<file path="src/rtl/pll_reset_sequencer.sv">
// PLL start-up and staged reset release sequencer.
// Runs on the free-running board clock; retries PLL start-up on lock timeout.
module pll_reset_sequencer #(
    parameter int unsigned PLL_RST_CYCLES      = 16,
    parameter int unsigned LOCK_FILTER_CYCLES  = 64,
    parameter int unsigned LOCK_TIMEOUT_CYCLES = 1048576,
    parameter int unsigned STAGE_DELAY_CYCLES  = 32,
    parameter int unsigned MAX_RETRIES         = 3,
    parameter int unsigned RETRY_W             = 4
) (
    input  logic               sys_clock,
    input  logic               reset,
    input  logic               pll_locked,
    input  logic               soft_reset_req,
    output logic               pll_rst,
    output logic               periph_reset,
    output logic               core_reset,
    output logic               ready,
    output logic               fault,
    output logic [RETRY_W-1:0] retry_count
);

    localparam int unsigned DLY_MAX =
        (PLL_RST_CYCLES > STAGE_DELAY_CYCLES) ?
        PLL_RST_CYCLES : STAGE_DELAY_CYCLES;
    localparam int DLY_W = $clog2(DLY_MAX + 1);
    localparam int FLT_W = $clog2(LOCK_FILTER_CYCLES + 1);
    localparam int TMO_W = $clog2(LOCK_TIMEOUT_CYCLES + 1);

    localparam logic [DLY_W-1:0] DLY_SAT   = DLY_W'(DLY_MAX);
    localparam logic [DLY_W-1:0] RST_LAST  = DLY_W'(PLL_RST_CYCLES - 1);
    localparam logic [DLY_W-1:0] STG_LAST  = DLY_W'(STAGE_DELAY_CYCLES - 1);
    localparam logic [FLT_W-1:0] FLT_SAT   = FLT_W'(LOCK_FILTER_CYCLES);
    localparam logic [FLT_W-1:0] FLT_LAST  = FLT_W'(LOCK_FILTER_CYCLES - 1);
    localparam logic [TMO_W-1:0] TMO_SAT   = TMO_W'(LOCK_TIMEOUT_CYCLES);
    localparam logic [TMO_W-1:0] TMO_LAST  = TMO_W'(LOCK_TIMEOUT_CYCLES - 1);
    localparam logic [RETRY_W-1:0] RTY_MAX = RETRY_W'(MAX_RETRIES);

    typedef enum logic [2:0] {
        S_PLL_RST,
        S_WAIT_LOCK,
        S_REL_PERIPH,
        S_RUN,
        S_SOFT_RST,
        S_FAULT
    } state_t;

    state_t state_q, state_d;

    logic             lock_m, lock_s;
    logic [DLY_W-1:0] dly_q, dly_d;
    logic [FLT_W-1:0] flt_q, flt_d;
    logic [TMO_W-1:0] tmo_q, tmo_d;
    logic [RETRY_W-1:0] retry_d;
    logic pll_rst_d, periph_d, core_d, ready_d, fault_d;

    // Lock is not trusted while the PLL is held in reset, so the
    // synchronizer is flushed then; lock_s rises 2 cycles after release.
    always_ff @(posedge sys_clock or posedge reset) begin
        if (reset) begin
            lock_m <= 1'b0;
            lock_s <= 1'b0;
        end else if (pll_rst) begin
            lock_m <= 1'b0;
            lock_s <= 1'b0;
        end else begin
            lock_m <= pll_locked;
            lock_s <= lock_m;
        end
    end

    always_comb begin
        state_d = state_q;
        retry_d = retry_count;
        unique case (state_q)
            S_PLL_RST: begin
                if (dly_q == RST_LAST)
                    state_d = S_WAIT_LOCK;
            end
            S_WAIT_LOCK: begin
                if (lock_s && flt_q == FLT_LAST) begin
                    state_d = S_REL_PERIPH;
                end else if (tmo_q == TMO_LAST) begin
                    if (retry_count == RTY_MAX) begin
                        state_d = S_FAULT;
                    end else begin
                        state_d = S_PLL_RST;
                        retry_d = retry_count + 1'b1;
                    end
                end
            end
            S_REL_PERIPH: begin
                if (!lock_s)
                    state_d = S_PLL_RST;
                else if (dly_q == STG_LAST)
                    state_d = S_RUN;
            end
            S_RUN: begin
                if (!lock_s)
                    state_d = S_PLL_RST;
                else if (soft_reset_req)
                    state_d = S_SOFT_RST;
            end
            S_SOFT_RST: begin
                if (!lock_s)
                    state_d = S_PLL_RST;
                else if (dly_q == STG_LAST)
                    state_d = S_RUN;
            end
            S_FAULT: state_d = S_FAULT;
            default: state_d = S_PLL_RST;
        endcase

        if (state_d == S_RUN)
            retry_d = '0;

        dly_d = '0;
        if (state_d == state_q)
            dly_d = (dly_q == DLY_SAT) ? dly_q : dly_q + 1'b1;

        flt_d = '0;
        if (state_q == S_WAIT_LOCK && state_d == S_WAIT_LOCK && lock_s)
            flt_d = (flt_q == FLT_SAT) ? flt_q : flt_q + 1'b1;

        tmo_d = '0;
        if (state_q == S_WAIT_LOCK && state_d == S_WAIT_LOCK)
            tmo_d = (tmo_q == TMO_SAT) ? tmo_q : tmo_q + 1'b1;

        pll_rst_d = (state_d == S_PLL_RST) || (state_d == S_FAULT);
        periph_d  = !((state_d == S_REL_PERIPH) || (state_d == S_RUN) ||
                      (state_d == S_SOFT_RST));
        core_d    = (state_d != S_RUN);
        ready_d   = (state_d == S_RUN);
        fault_d   = (state_d == S_FAULT);
    end

    always_ff @(posedge sys_clock or posedge reset) begin
        if (reset) begin
            state_q      <= S_PLL_RST;
            dly_q        <= '0;
            flt_q        <= '0;
            tmo_q        <= '0;
            retry_count  <= '0;
            pll_rst      <= 1'b1;
            periph_reset <= 1'b1;
            core_reset   <= 1'b1;
            ready        <= 1'b0;
            fault        <= 1'b0;
        end else begin
            state_q      <= state_d;
            dly_q        <= dly_d;
            flt_q        <= flt_d;
            tmo_q        <= tmo_d;
            retry_count  <= retry_d;
            pll_rst      <= pll_rst_d;
            periph_reset <= periph_d;
            core_reset   <= core_d;
            ready        <= ready_d;
            fault        <= fault_d;
        end
    end

endmodule

</file>
<file path="config.mk">
export PLATFORM = sky130hd
export DESIGN_NAME = pll_reset_sequencer
export DESIGN_NICKNAME = d
export VERILOG_FILES = /design/src/rtl/pll_reset_sequencer.sv
export SDC_FILE = /design/constraint.sdc
export NUM_CORES = 1
export LEC_CHECK = 0
export ABC_AREA = 1
export CAP_MARGIN = 40
export CORE_UTILIZATION = 27
export DETAILED_ROUTE_END_ITERATION = 12
export PLACE_DENSITY = 0.42
export SYNTH_ARGS = -nofsm -noshare
export SYNTH_HDL_FRONTEND = slang
export SYNTH_SLANG_ARGS = --single-unit
</file>
<file path="constraint.sdc">
create_clock -name sys_clock -period 5.3 [get_ports sys_clock]
set_input_delay 1.06 -clock sys_clock [delete_from_list [all_inputs] [get_ports sys_clock]]
set_output_delay 1.06 -clock sys_clock [all_outputs]
set_load 0.005 [all_outputs]
</file>
==> flow_summary.ini <==
[global_routing]
gr-usage-met2_pct = 17.6
grt_pass1_vias = 2067
grt_pass1_wl_um = 9960
grt-ovfl-total = 0
busiest_layer = met2
grt_max_degree = 35
use_met1_pct = 16.1
grt_usage_pct = 11.4
antenna_found_initial = 0
grtUsageMet3_pct = 1.95

[clocking]
clock_latency_ps = 310
cts.sink_count = 48
hold_buffers = 0
clk_pin_slew_ps = 90
tritoncts = built
cts_max_path_buffers = 2
cts.repair.resized = 0
clk_root_buffer_cell = clkbuf_8
cts_buffers = 5
post-cts-setup-buffer-count = 0
h-tree-depth = 2

[die]
die_y_um = 104
rows = 36
design.die.area_um2 = 10800
ios = 13
core_area_um2 = 9910
initial_core_util_pct = 28.3
die_x_um = 104

[critical_path]
crit_family = flip-flops
crit_slowest_cell = dfstp_2
required_ps = 4240
crit_fanout = 3
r2r_setup_slack_ps = 3120
critical_path.max_stage_delay_ps = 560
cp_num_cells = 1
r2r-start = tmo_q[0]
worst_setup_path_start_kind = flop
reg2reg_to = flt_q[5]
crit_path_end_kind = primary output
crit_chain = clkdlybuf4s50_1
crit_arrival_ps = 1360
critPathCapture = pll_rst
path_buf_inv = 1
reg2reg_depth = 11
critPathLaunch = pll_rst
worstSetupPathType = flop to primary output

[synthesis]
synth-seq-area-share_pct = 43.0
ys_warn_count = 0
postSynthAreaPerCell_um2 = 8.46
synth-main-ff-cell = dfrtp_1
ys_seq_elements = 48
synthArstFlopShare_pct = 100
syn_inst = 331
synth_edf_count = 0
yosysUniqueCellTypes = 29
synth.net_count = 342
synth.cell_area_um2 = 2800

[place]
dp_slack_ps = 2570
portBuffers = 12
hpwl_um = 4270
gp_congestion = 0.847

[sta]
relSlewSlack_pct = 61.7
rsz0062_at_grt = false
max_freq_mhz = 413
slew_viol_final = 0
skew_ps = 7.56
finalWorstSetupSlack_ps = 2880
period_minus_slack_ps = 2420
tns_ps = 0
fin_crit_sh_pct = 45.6
hold_viol = 0
setup_viol = 0
worstMarginPinSlew_ps = 571
holdWs_ps = 474

[cells_and_area]
diodes = 0
nFillCells = 1085
drive_above_1_share_pct = 16.0
areaGrowthSynthToFinish_pct = 14.3
final_nets = 360

[pwr]
ir_drop_v = 0.000116
p_leak_nw = 1.46
powerDensity_nw_per_um2 = 209
switching_share_pct = 22.5
clock_power_share_pct = 41.4
pwr-share-comb_pct = 3.0
sequentialPowerShare_pct = 55.6
p_int_mw = 0.518
switchingPower_mw = 0.150

[drt]
firstDrtPassIters = 4
viasPerCell = 4.31
drtIter0Drc = 107
ant_nets = 0
wl_um = 5740
wl_per_cell_um = 11.9
vias = 2084
drc = 0

[flow_run]
max_cap_violations = 0

[run_status]
outcome = finished clean

[min_path]
hold_path_class = flop to flop
## power by group through the flow
stage          sequential [mW]  clock, mW  combinational [mW]
6_report                 0.372      0.277              0.0204
5_1_grt                  0.372      0.302              0.0238
4_1_cts                  0.372      0.294              0.0218
3_5_place_dp             0.379          0              0.0217
3_3_place_gp             0.379          0              0.0197
2_1_floorplan            0.378          0              0.0134
## worst min path at each step
stage                      start     end  slack (ps)  depth (start not counted)
after floorplan           lock_m  lock_s         430                          2
after global placement    lock_m  lock_s         450                          2
after detailed placement  lock_m  lock_s         470                          2
after CTS                 lock_m  lock_s         480                          2
after global routing      lock_m  lock_s         500                          2
final                     lock_m  lock_s         470                          2
## kinds of logic (layout without fill, tap and decap cells)
kind of cell	count (synthesis)	count (layout)	synth area share [%]
AND/OR/NAND/NOR	194	194	36.9
flip-flops	48	48	43.0
XOR/XNOR	27	27	8.45
buffers and inverters	42	61	6.17
adder cells (fa/ha/maj)	7	7	3.13
AO/OA/AOI/OAI	13	13	2.37
## cell usage after synthesis, types with 5 or more instances
master	number	share of area, %
inv_2	6	0.80
nand2_1	56	7.5
dfrtp_1	45	40
nand3_1	21	3.8
nor3_1	22	3.9
inv_1	34	4.6
nor3_2	6	2.1
nor2_1	41	5.5
ha_1	7	3.1
a21oi_1	5	0.89
o21ai_0	5	0.89
xor2_1	26	8.1
nor2_2	13	2.9
nand4_1	11	2.5
## through the flow
stage,power [mW],util [%],cells,instance area [um^2]
after floorplan,0.391,-,331,2800
after global placement,0.399,30.9,474,3060
after detailed placement,0.401,31.1,475,3080
after CTS,0.687,32.3,483,3200
after global routing,0.699,32.3,483,3200
final,0.669,32.3,483,3200
## routing by layer
metal	vias up	routed length [um]
met1	960	2970
met2	19	2570
li1	1096	-
met4	0	93
met5	-	0
met3	9	103
## placed cells by master (no fill, tap or decap), drive strengths merged, types with 2 or more instances in the layout
cell type	Yosys	routed
dfstp	3	3
nand4	11	11
and2	2	2
a21oi	5	5
clkbuf	0	5
nand3	26	26
clkinv	0	2
clkdlybuf4s50	0	12
nor3b	2	2
nor2	59	59
xor2	26	26
nand2	63	63
o21ai	7	7
inv	40	40
ha	7	7
nor3	28	28
dfrtp	45	45
nand3b	3	3
## flip-flops by register name, indices dropped and copies added, names as in the netlist
| name | flops |
|---|---|
| tmo_q | 21 |
| flt_q | 7 |
| dly_q | 6 |
| retry_count | 4 |
| state_q | 3 |
| core_reset | 1 |
| fault | 1 |
| lock_m | 1 |
| lock_s | 1 |
| periph_reset | 1 |
| pll_rst | 1 |
| ready | 1 |
## area by class of cell
class                   count  area [um^2]  share of cell area, %
repair buffers             13          140                   4.38
inverters                  40          150                   4.69
multi-input cells         241         1420                   44.4
clock inverters             3         47.5                   1.49
clock buffers               5         68.8                   2.15
well taps                 133          166                   5.20
flip-flops and latches     48         1200                   37.6
No activity file was read; power rests on OpenSTA's default activity.
